### src/rtl/keccak_decoder_sequencer.sv
// Control FSM for the inverse Keccak-f[1600] decoder: walks rounds 23..0 through
// inverse addRc, revaluate, permute, rotate, colParity using unit start/ready handshakes.
module keccak_decoder_sequencer #(
  parameter int ROUNDS = 24,
  parameter int RW     = 5
) (
  input  logic          clk,
  input  logic          rst,
  input  logic          start,
  input  logic          addRc_ready,
  input  logic          revaluate_ready,
  input  logic          permute_ready,
  input  logic          rotate_ready,
  input  logic          colParity_ready,
  output logic          load_state,
  output logic          addRc_start,
  output logic          revaluate_start,
  output logic          permute_start,
  output logic          rotate_start,
  output logic          colParity_start,
  output logic [RW-1:0] round,
  output logic          busy,
  output logic          done
);

  // IDLE wait for start | LOAD load encoded state | ADDRC..COLPAR one inverse step each
  // | DONE one-cycle completion pulse
  typedef enum logic [2:0] {
    S_IDLE,
    S_LOAD,
    S_ADDRC,
    S_REVAL,
    S_PERM,
    S_ROT,
    S_COLPAR,
    S_DONE
  } state_e;

  state_e          state_q, state_d;
  logic            issued_q, issued_d;
  logic [RW-1:0]   round_q, round_d;
  logic            step_ready;
  logic            in_step;

  always_ff @(posedge clk or posedge rst) begin
    if (rst) begin
      state_q  <= S_IDLE;
      issued_q <= 1'b0;
      round_q  <= '0;
    end else begin
      state_q  <= state_d;
      issued_q <= issued_d;
      round_q  <= round_d;
    end
  end

  always_comb begin
    step_ready = 1'b0;
    in_step    = 1'b0;
    case (state_q)
      S_ADDRC:  begin step_ready = addRc_ready;     in_step = 1'b1; end
      S_REVAL:  begin step_ready = revaluate_ready; in_step = 1'b1; end
      S_PERM:   begin step_ready = permute_ready;   in_step = 1'b1; end
      S_ROT:    begin step_ready = rotate_ready;    in_step = 1'b1; end
      S_COLPAR: begin step_ready = colParity_ready; in_step = 1'b1; end
      default:  begin step_ready = 1'b0;            in_step = 1'b0; end
    endcase
  end

  always_comb begin
    state_d  = state_q;
    issued_d = issued_q;
    round_d  = round_q;
    case (state_q)
      S_IDLE: begin
        issued_d = 1'b0;
        if (start) begin
          state_d = S_LOAD;
        end
      end
      S_LOAD: begin
        issued_d = 1'b0;
        round_d  = RW'(ROUNDS - 1);
        state_d  = S_ADDRC;
      end
      S_ADDRC, S_REVAL, S_PERM, S_ROT, S_COLPAR: begin
        // A ready coinciding with the start pulse belongs to no issued request.
        if (!issued_q) begin
          issued_d = 1'b1;
        end else if (step_ready) begin
          issued_d = 1'b0;
          case (state_q)
            S_ADDRC: state_d = S_REVAL;
            S_REVAL: state_d = S_PERM;
            S_PERM:  state_d = S_ROT;
            S_ROT:   state_d = S_COLPAR;
            default: begin
              if (round_q == '0) begin
                state_d = S_DONE;
              end else begin
                round_d = round_q - 1'b1;
                state_d = S_ADDRC;
              end
            end
          endcase
        end
      end
      S_DONE: begin
        issued_d = 1'b0;
        state_d  = S_IDLE;
      end
      default: begin
        issued_d = 1'b0;
        state_d  = S_IDLE;
      end
    endcase
  end

  assign load_state      = (state_q == S_LOAD);
  assign addRc_start     = (state_q == S_ADDRC)  && !issued_q;
  assign revaluate_start = (state_q == S_REVAL)  && !issued_q;
  assign permute_start   = (state_q == S_PERM)   && !issued_q;
  assign rotate_start    = (state_q == S_ROT)    && !issued_q;
  assign colParity_start = (state_q == S_COLPAR) && !issued_q;
  assign round           = round_q;
  assign busy            = (state_q != S_IDLE);
  assign done            = (state_q == S_DONE);

endmodule

### config.mk
export PLATFORM = sky130hd
export DESIGN_NAME = keccak_decoder_sequencer
export DESIGN_NICKNAME = d
export VERILOG_FILES = /design/src/rtl/keccak_decoder_sequencer.sv
export SDC_FILE = /design/constraint.sdc
export NUM_CORES = 1
export LEC_CHECK = 0
export BUFFER_PORTS_ARGS = -buffer_cell sky130_fd_sc_hd__buf_2
export CORE_MARGIN = 1
export CORE_UTILIZATION = 47
export CTS_CLUSTER_DIAMETER = 150
export DETAILED_ROUTE_END_ITERATION = 10
export HOLD_SLACK_MARGIN = 0.12
export PLACE_DENSITY = 0.74
export SKIP_LAST_GASP = 1
export SYNTH_ARGS = -nofsm -noshare
export SYNTH_HDL_FRONTEND = slang
export SYNTH_SLANG_ARGS = --single-unit
### constraint.sdc
create_clock -name clk -period 2.18 [get_ports clk]
set_input_delay 0.218 -clock clk [delete_from_list [all_inputs] [get_ports clk]]
set_output_delay 0.218 -clock clk [all_outputs]
set_load 0.01 [all_outputs]
==> Word level (Yosys, flattened, before mapping) <==
Cells that the tools add are included.
{ "totals": {"ff_bits": 9, "latch_bits": 0, "ramBits": 0, "romBits": 0, "in_bits": 8, "mem_count": 0} }
{ "op_classes": {"addsub": 1, "mul": 0, "n_div": 0, "magnitude_cmp": 0, "eq_ne": 12, "shift": 0, "mux": 15, "bitwise": 0, "reduce_logical": 15} }
{ "ops": {"columns": ["op", "count"], "rows": [
  ["3-bit one-hot mux with 4 select lines", 2],
  ["5-bit 2-to-1 mux", 4],
  ["3-bit == test (second input constant)", 4],
  ["3-bit 2-to-1 mux", 4],
  ["2-bit inequality test (second input constant)", 5],
  ["5-bit one-hot mux with 2 select lines", 1],
  ["3-bit by 2-bit == test with 1-bit output (second input constant)", 2],
  ["1-bit logical AND", 5],
  ["5-bit logical NOT", 1],
  ["1-bit one-hot mux with 5 select lines", 1],
  ["5-bit AND reduction", 1],
  ["5-bit OR reduction", 1],
  ["5-bit by 1-bit subtractor with 5-bit output (second input constant)", 1],
  ["4-bit OR reduction", 1],
  ["3-bit by 1-bit == test with 1-bit output (second input constant)", 1],
  ["3-bit logical NOT", 1],
  ["3-bit AND reduction", 1],
  ["3-bit nonzero test", 1],
  ["3-bit OR reduction", 1],
  ["1-bit 2-to-1 mux", 2],
  ["1-bit one-hot mux with 2 select lines", 1],
  ["2-bit nonzero test", 1],
  ["1-bit logical NOT", 1]
]} }

==> Longest topological paths before layout <==
Gate-level depths: netlist (run 1).
{ "depth": {"depth_word": 6, "depth_mapped": 8, "ltp_nobuf": 6} }

==> Worst setup path before layout (run 1) <==
OpenSTA, ideal clock, no wires.
{ "synth_path": {"path_type": "register -> register", "startpoint": "register state_q[1]", "endpoint": "register round_q[2] (netlist: round[2])", "setup_time_ns": 0.079, "t_arrival_ns": 2.082, "t_required_ns": 2.101, "setup_slack_ns": 0.018, "stages_incl_launch_ff": 9, "n_path_buf": 2, "path_cell_list": "dfrtp_1 -> buf_6 -> clkbuf_1 -> inv_1 -> ha_1 -> inv_1 -> o211ai_2 -> a2111oi_4 -> mux2i_1"} }
{ "synth_between": {"elab_chain_len": 4, "elab_cells_between_ends": 16} }
{ "synth_lines": {"columns": ["element", "line", "rtl"], "rows": [
  ["from (decl)", "39", "state_e state_q, state_d;"],
  ["from (signal assigned)", "51", "state_q <= state_d;"],
  ["3-bit == test, or another cell as far along", "60, 74", null],
  ["1-bit one-hot mux with 5 select lines, or another cell as far along", "60", "case (state_q)"],
  ["2-bit inequality test (no line) or 2-bit nonzero test (tied branches)", null, null],
  ["5-bit AND reduction (no line)", null, null],
  ["to (signal assigned)", "53", "round_q <= round_d;"],
  ["to (decl)", "41", "logic [RW-1:0] round_q, round_d;"]
]} }
Parallel ways exist; a longest one is shown, timed or not.
A chain may end at the register's enable or synchronous reset.

==> Worst setup path after layout (run 1) <==
{ "layout_path": {"startpoint": "register state_q[2]", "endpoint": "register round_q[2] (netlist: round[2])"} }
The elaborated chain is that of the path after synthesis.

==> metrics.csv, run 1 <==
metric,value,unit
Clock Skews,1.03,ps
post-layout util,0.594,
1st-pass router iterations,4,
gpl congestion,0.836,
Layout fillers,160,
clock-pin slew on the worst setup and hold paths,60,ps
Final Total Pwr,1.42,mW
Post-Synth Adder-Cell Area,0.0427,
"Distinct cells, synth",42,
"commonest non-fill, non-tap cell in the layout",buf_2,
Tcrit/Tclk final,0.881,
worst setup margin,259,ps
syn avg cell area,9.15,sq um
Worst R2R Setup Slack,260,ps
routed wire length,1850,um
sequential area share after synthesis,0.256,
WHS Endpoint,state_q[2],
final cell count without fillers,145,
post-synthesis register bit count,9,
CP max stage delay,390,ps
initial antenna violation count,0,
core area,1750,sq um
final hold slack,432,ps
CP Max Fanout,8,
Initial Utilization,0.503,
post-DP HPWL,1420,um
beginning of the worst hold path,start,
Critical-path top delay cell,dfrtp_1,
Synth Area in Compound Gates,0.246,
Synth Area in XOR/XNOR,0.00997,
max_slew headroom,0.713,
"FFs w/ async S/R, synth",1.00,
CTS Buffer Depth,2,
Overflow after GRT,0,
outcome,"complete, no violations",
fin crit period,1920,ps
CP startpoint,state_q[2],
most frequent cells in the layout,"buf_2 (20), inv_1 (10), dfrtp_1 (9)",
H-tree depth,1,
Worst-Margin Slew,430,ps
root buf cell,clkbuf_4,
design area,1040,sq um
Post-Place Setup Slack,274,ps
DIE AREA,2050,sq um
CTS tree,yes,
largest family of logic cells by synthesized area,simple AND/OR/NAND/NOR gates,
die height,45.2,um
Buffers on Ports,20,
largest net degree at the start of global routing,20,
RR Endpoint,round[2],
Final setup violation count,0,
Antenna Diode Count,0,
RSZ-0062 raised after global routing,no,
Routed wire per std cell,12.8,um
die width,45.2,um
clk_lat worst skew,260,ps
TNS Setup,0,ps
Hold Path Depth,4,
simple-gate share of the synthesized area,0.285,
routed via count,800,
YS warnings,0,
Crit path required time,2370,ps
DRC violations left,0,
DRT antenna net count,0,
Reg2Reg Depth,6,
post-synthesis mux area share,0.0812,
placed instance area,1000,sq um
peak supply drop,0.000880,V
layout overhead on the synthesized area,18.1,%
Cells after Synth,96,
Final #Nets,132,
Rows,15,
PostCTS Resize Cnt,0,
synthesized area,878,sq um
"EDFF count, synth",0,
R2R Path Start,state_q[2],
FMAX,0.521,GHz
hold crit path type,in2reg,
"most used cell, CP",inv_1,
Tot GR Track Use,0.207,
TritonCTS Buffers,3,
"Data arrival, critical path",2110,ps
Via density,5.52,
vias in the first global route,703,
footprint of the multi-input gates,584,sq um
Ports,21,
Crit Path Category,reg2reg,
max capacitance violation total,0,
Synth Net Count,107,
post-placement cell count,140,
1st-iter DRT viols,14,
Max Slew Vio Count,0,
power density cells,1370,nW/um^2
crit end category,flop,
layout cell share with drive strength beyond 1,0.325,
Worst Setup Start Kind,flop,
Reg area,225,sq um
CP cell instances,inv_1 -> ha_1 -> inv_1 -> o211ai_2 -> a2111oi_4 -> mux2i_1,
Final Hold Viols,0,
Leakage,0.456,nW
predominant post-synthesis flop cell,dfrtp_1,
clock sinks,9,
global-route wire length before repair,3060,um
synth_stat cells, drive strengths merged (2+ instances only):
cell type | instances | area share
a32oi | 2 | 0.020
nor2 | 8 | 0.034
and2 | 3 | 0.021
a31oi | 2 | 0.031
a211oi | 3 | 0.037
a2111oi | 2 | 0.048
buf | 3 | 0.031
nor3b | 2 | 0.023
a21oi | 5 | 0.033
nand2 | 3 | 0.013
nand2b | 3 | 0.021
nand3 | 3 | 0.023
nand3b | 2 | 0.031
inv | 10 | 0.043
nor3 | 6 | 0.034
dfrtp | 9 | 0.26
mux2i | 6 | 0.068
or3 | 3 | 0.021
ha | 3 | 0.043
o21ai | 4 | 0.023
flip-flops by register name, indices dropped and copies added (netlist names):
name	cells
round	5
state_q	3
issued_q	1
critical path, delay by kind of cell (launching register included):
family / cells / cell delay, ps
buf+inv: 2 / 380
mux: 1 / 210
compound gates: 2 / 540
fa+ha+maj: 1 / 320
flops: 1 / 390
routing by layer:
metal / share of wire / vias up / global-route usage
met5: 0 / - / 0
met4: 0.0043 / 0 / 0.0848
met3: 0.035 / 2 / 0.0360
met2: 0.47 / 20 / 0.307
met1: 0.49 / 379 / 0.296
li1: - / 399 / -
worst max-delay path by stage:
| stage | end | slack, ps |
|---|---|---|
| floorplan | round[2] | 20 |
| global placement | round[2] | 360 |
| detailed placement | round[2] | 270 |
| CTS | round[2] | 260 |
| global route | round[2] | 110 |
| finish | round[2] | 260 |
timing repair:
| action | 4_1_cts | 5_1_grt |
|---|---|---|
| buffers inserted | 0 | 0 |
| endpoints found under the hold margin | 9 | 0 |
| hold buffers | 1 | 0 |
logic make-up (layout without fill, tap and decap cells):
kind of cell / count (synthesis) / count (layout)
compound gates: 23 / 23
xor+xnor: 1 / 1
fa+ha+maj: 3 / 3
buf+inv: 14 / 38
flops: 9 / 9
mux: 7 / 7
simple gates: 39 / 39
final cells by class:
type / instances / share of cell area
multi-input combinational: 73 / 0.563
sequential: 9 / 0.217
timing repair buffer: 24 / 0.128
inverter: 10 / 0.0362
tap: 25 / 0.0302
clock buffer: 4 / 0.0253
power by group:
| part | internal (mW) | switching, mW | total [mW] |
|---|---|---|---|
| sequential | 0.224 | 0.0781 | 0.302 |
| clock | 0.0707 | 0.0624 | 0.133 |
| combinational | 0.409 | 0.575 | 0.983 |
Note: power is estimated with default switching activity, not from simulation.
==> run 2: changes to the inputs <==
CELL_PAD_IN_SITES_DETAIL_PLACEMENT = 0   (was not set)
CELL_PAD_IN_SITES_GLOBAL_PLACEMENT = 2   (was not set)
CORE_UTILIZATION = 28   (was 47)
PLACE_DENSITY = not set   (was 0.74)
PLACE_DENSITY_LB_ADDON = 0.1   (was not set)
==> run 2 against run 1 <==
Core utilization fell by 22 points. Via count down 2.5%. The flow now finishes with violations (design-rule violations). Critical path depth shrank 2. Fmax up 0.44%. Worst setup slack better by 8.4 ps. Register-to-register slack hardly changed. Routed wire length rose by 15%. Count of clock-buffer cells in the layout down 1. Die area up 64%.
==> metrics.csv, run 2 (same netlist as run 1, synthesis figures left out) <==
metric,value,unit
outcome,finished with violations,
failing checks,design-rule violations,
Worst R2R Setup Slack,270,ps
Crit path required time,2340,ps
die height,58.0,um
initial antenna violation count,0,
CP Max Fanout,15,
Tcrit/Tclk final,0.877,
power density cells,1370,nW/um^2
footprint of the multi-input gates,584,sq um
Leakage,0.463,nW
max capacitance violation total,0,
Final #Nets,133,
Crit Path Category,reg2reg,
Rows,19,
crit end category,flop,
root buf cell,clkbuf_4,
Sw Ratio,0.510,
clock-pin slew on the worst setup and hold paths,70,ps
final hold slack,447,ps
Max Slew Vio Count,0,
most frequent cells in the layout,"buf_2 (20), inv_1 (10), dfrtp_1 (9)",
Initial Utilization,0.308,
post-DP HPWL,1660,um
fin crit period,1910,ps
DIE AREA,3370,sq um
"Setup Fix Bufs, Post-CTS",0,
Final Total Pwr,1.45,mW
H-tree depth,1,
Clock Skews,3.87,ps
peak supply drop,0.000660,V
CTS tree,yes,
"commonest non-fill, non-tap cell in the layout",buf_2,
Sequential Power Share,0.208,
core area,2850,sq um
Pint,710,uW
max reg flops,5,
vias in the first global route,719,
FMAX,0.523,GHz
Layout fillers,301,
Final setup violation count,0,
Reg area,225,sq um
Via density,5.13,
1st-iter DRT viols,21,
final cell count without fillers,152,
Worst Setup Start Kind,flop,
Tot GR Track Use,0.141,
1st-pass router iterations,9,
"Data arrival, critical path",2070,ps
Ports,21,
largest net degree at the start of global routing,20,
post-layout util,0.369,
Buffers on Ports,20,
global-route wire length before repair,3590,um
layout cell share with drive strength beyond 1,0.339,
RSZ-0062 raised after global routing,no,
Worst-Margin Slew,467,ps
routed via count,780,
max_slew headroom,0.689,
Antenna Diode Count,0,
routed wire length,2140,um
Clk pwr share,0.089,
Final Hold Viols,0,
clock sinks,9,
gpl congestion,0.766,
clk_lat worst skew,260,ps
DRC violations left,2,
Overflow after GRT,0,
Psw,738,uW
TritonCTS Buffers,3,
hold crit path type,in2reg,
DRT antenna net count,0,
CTS Buffer Depth,2,
die width,58.0,um
TNS Setup,0,ps
layout overhead on the synthesized area,19.9,%
post-placement cell count,147,
Comb pwr share,0.703,
Routed wire per std cell,14.1,um
run 2: cell count changes in the layout (fill, tap and decap cells not counted):
cell,delta
buf_4,+1
clkinv_2,+1
clkbuf_1,-1
run 2: area by class of cell:
type	count	share of cell area
clock buffers	3	0.0214
flip-flops and latches	9	0.214
repair buffers	25	0.133
multi-input cells	73	0.555
inverters	10	0.0356
clock inverters	1	0.00475
well taps	31	0.0368
run 2: stage by stage:
stage | cell area (sq um) | worst slack [ps]
global placement | 1020 | 276
CTS | 1050 | 258
global route | 1050 | 114
finish | 1050 | 268
floorplan | 878 | 18.3
detailed placement | 1020 | 272
run 2: worst max-delay path: stages (launching register included):
cell	delay, ps
dfrtp_1	630
mux2_2	420
a31oi_4	320
a211oi_2	170
a32oi_1	270
run 2: power groups by stage:
stage	clock network (mW)	registers, mW	logic (mW)
floorplan	0	0.284	0.800
global placement	0	0.308	1.03
detailed placement	0	0.307	1.02
CTS	0.138	0.303	1.03
global route	0.147	0.315	1.14
finish	0.129	0.301	1.02
run 2: path summary, 6_finish.rpt:
check                            from          to  depth (start not counted)
min                             start  state_q[2]                          4
min in group asynchronous         rst    round[1]                          3
max in group asynchronous         rst    round[2]                          3
min reg2reg                  round[4]    round[4]                          2
max reg2reg                state_q[0]  state_q[1]                          4
max                        state_q[0]  state_q[1]                          4
run 2: layer usage:
metal,vias up,share of wire,global-route usage
li1,401,-,-
met1,362,0.53,0.211
met2,15,0.44,0.209
met3,2,0.030,0.0357
met4,0,0.0047,0.0204
met5,-,0,0
run 2: what timing repair did:
| action | CTS | global route |
|---|---|---|
| gates resized for setup | 0 | 0 |
| endpoints found under the hold margin | 9 | 0 |
| setup endpoints to repair | 0 | 0 |
| hold buffers | 1 | 0 |
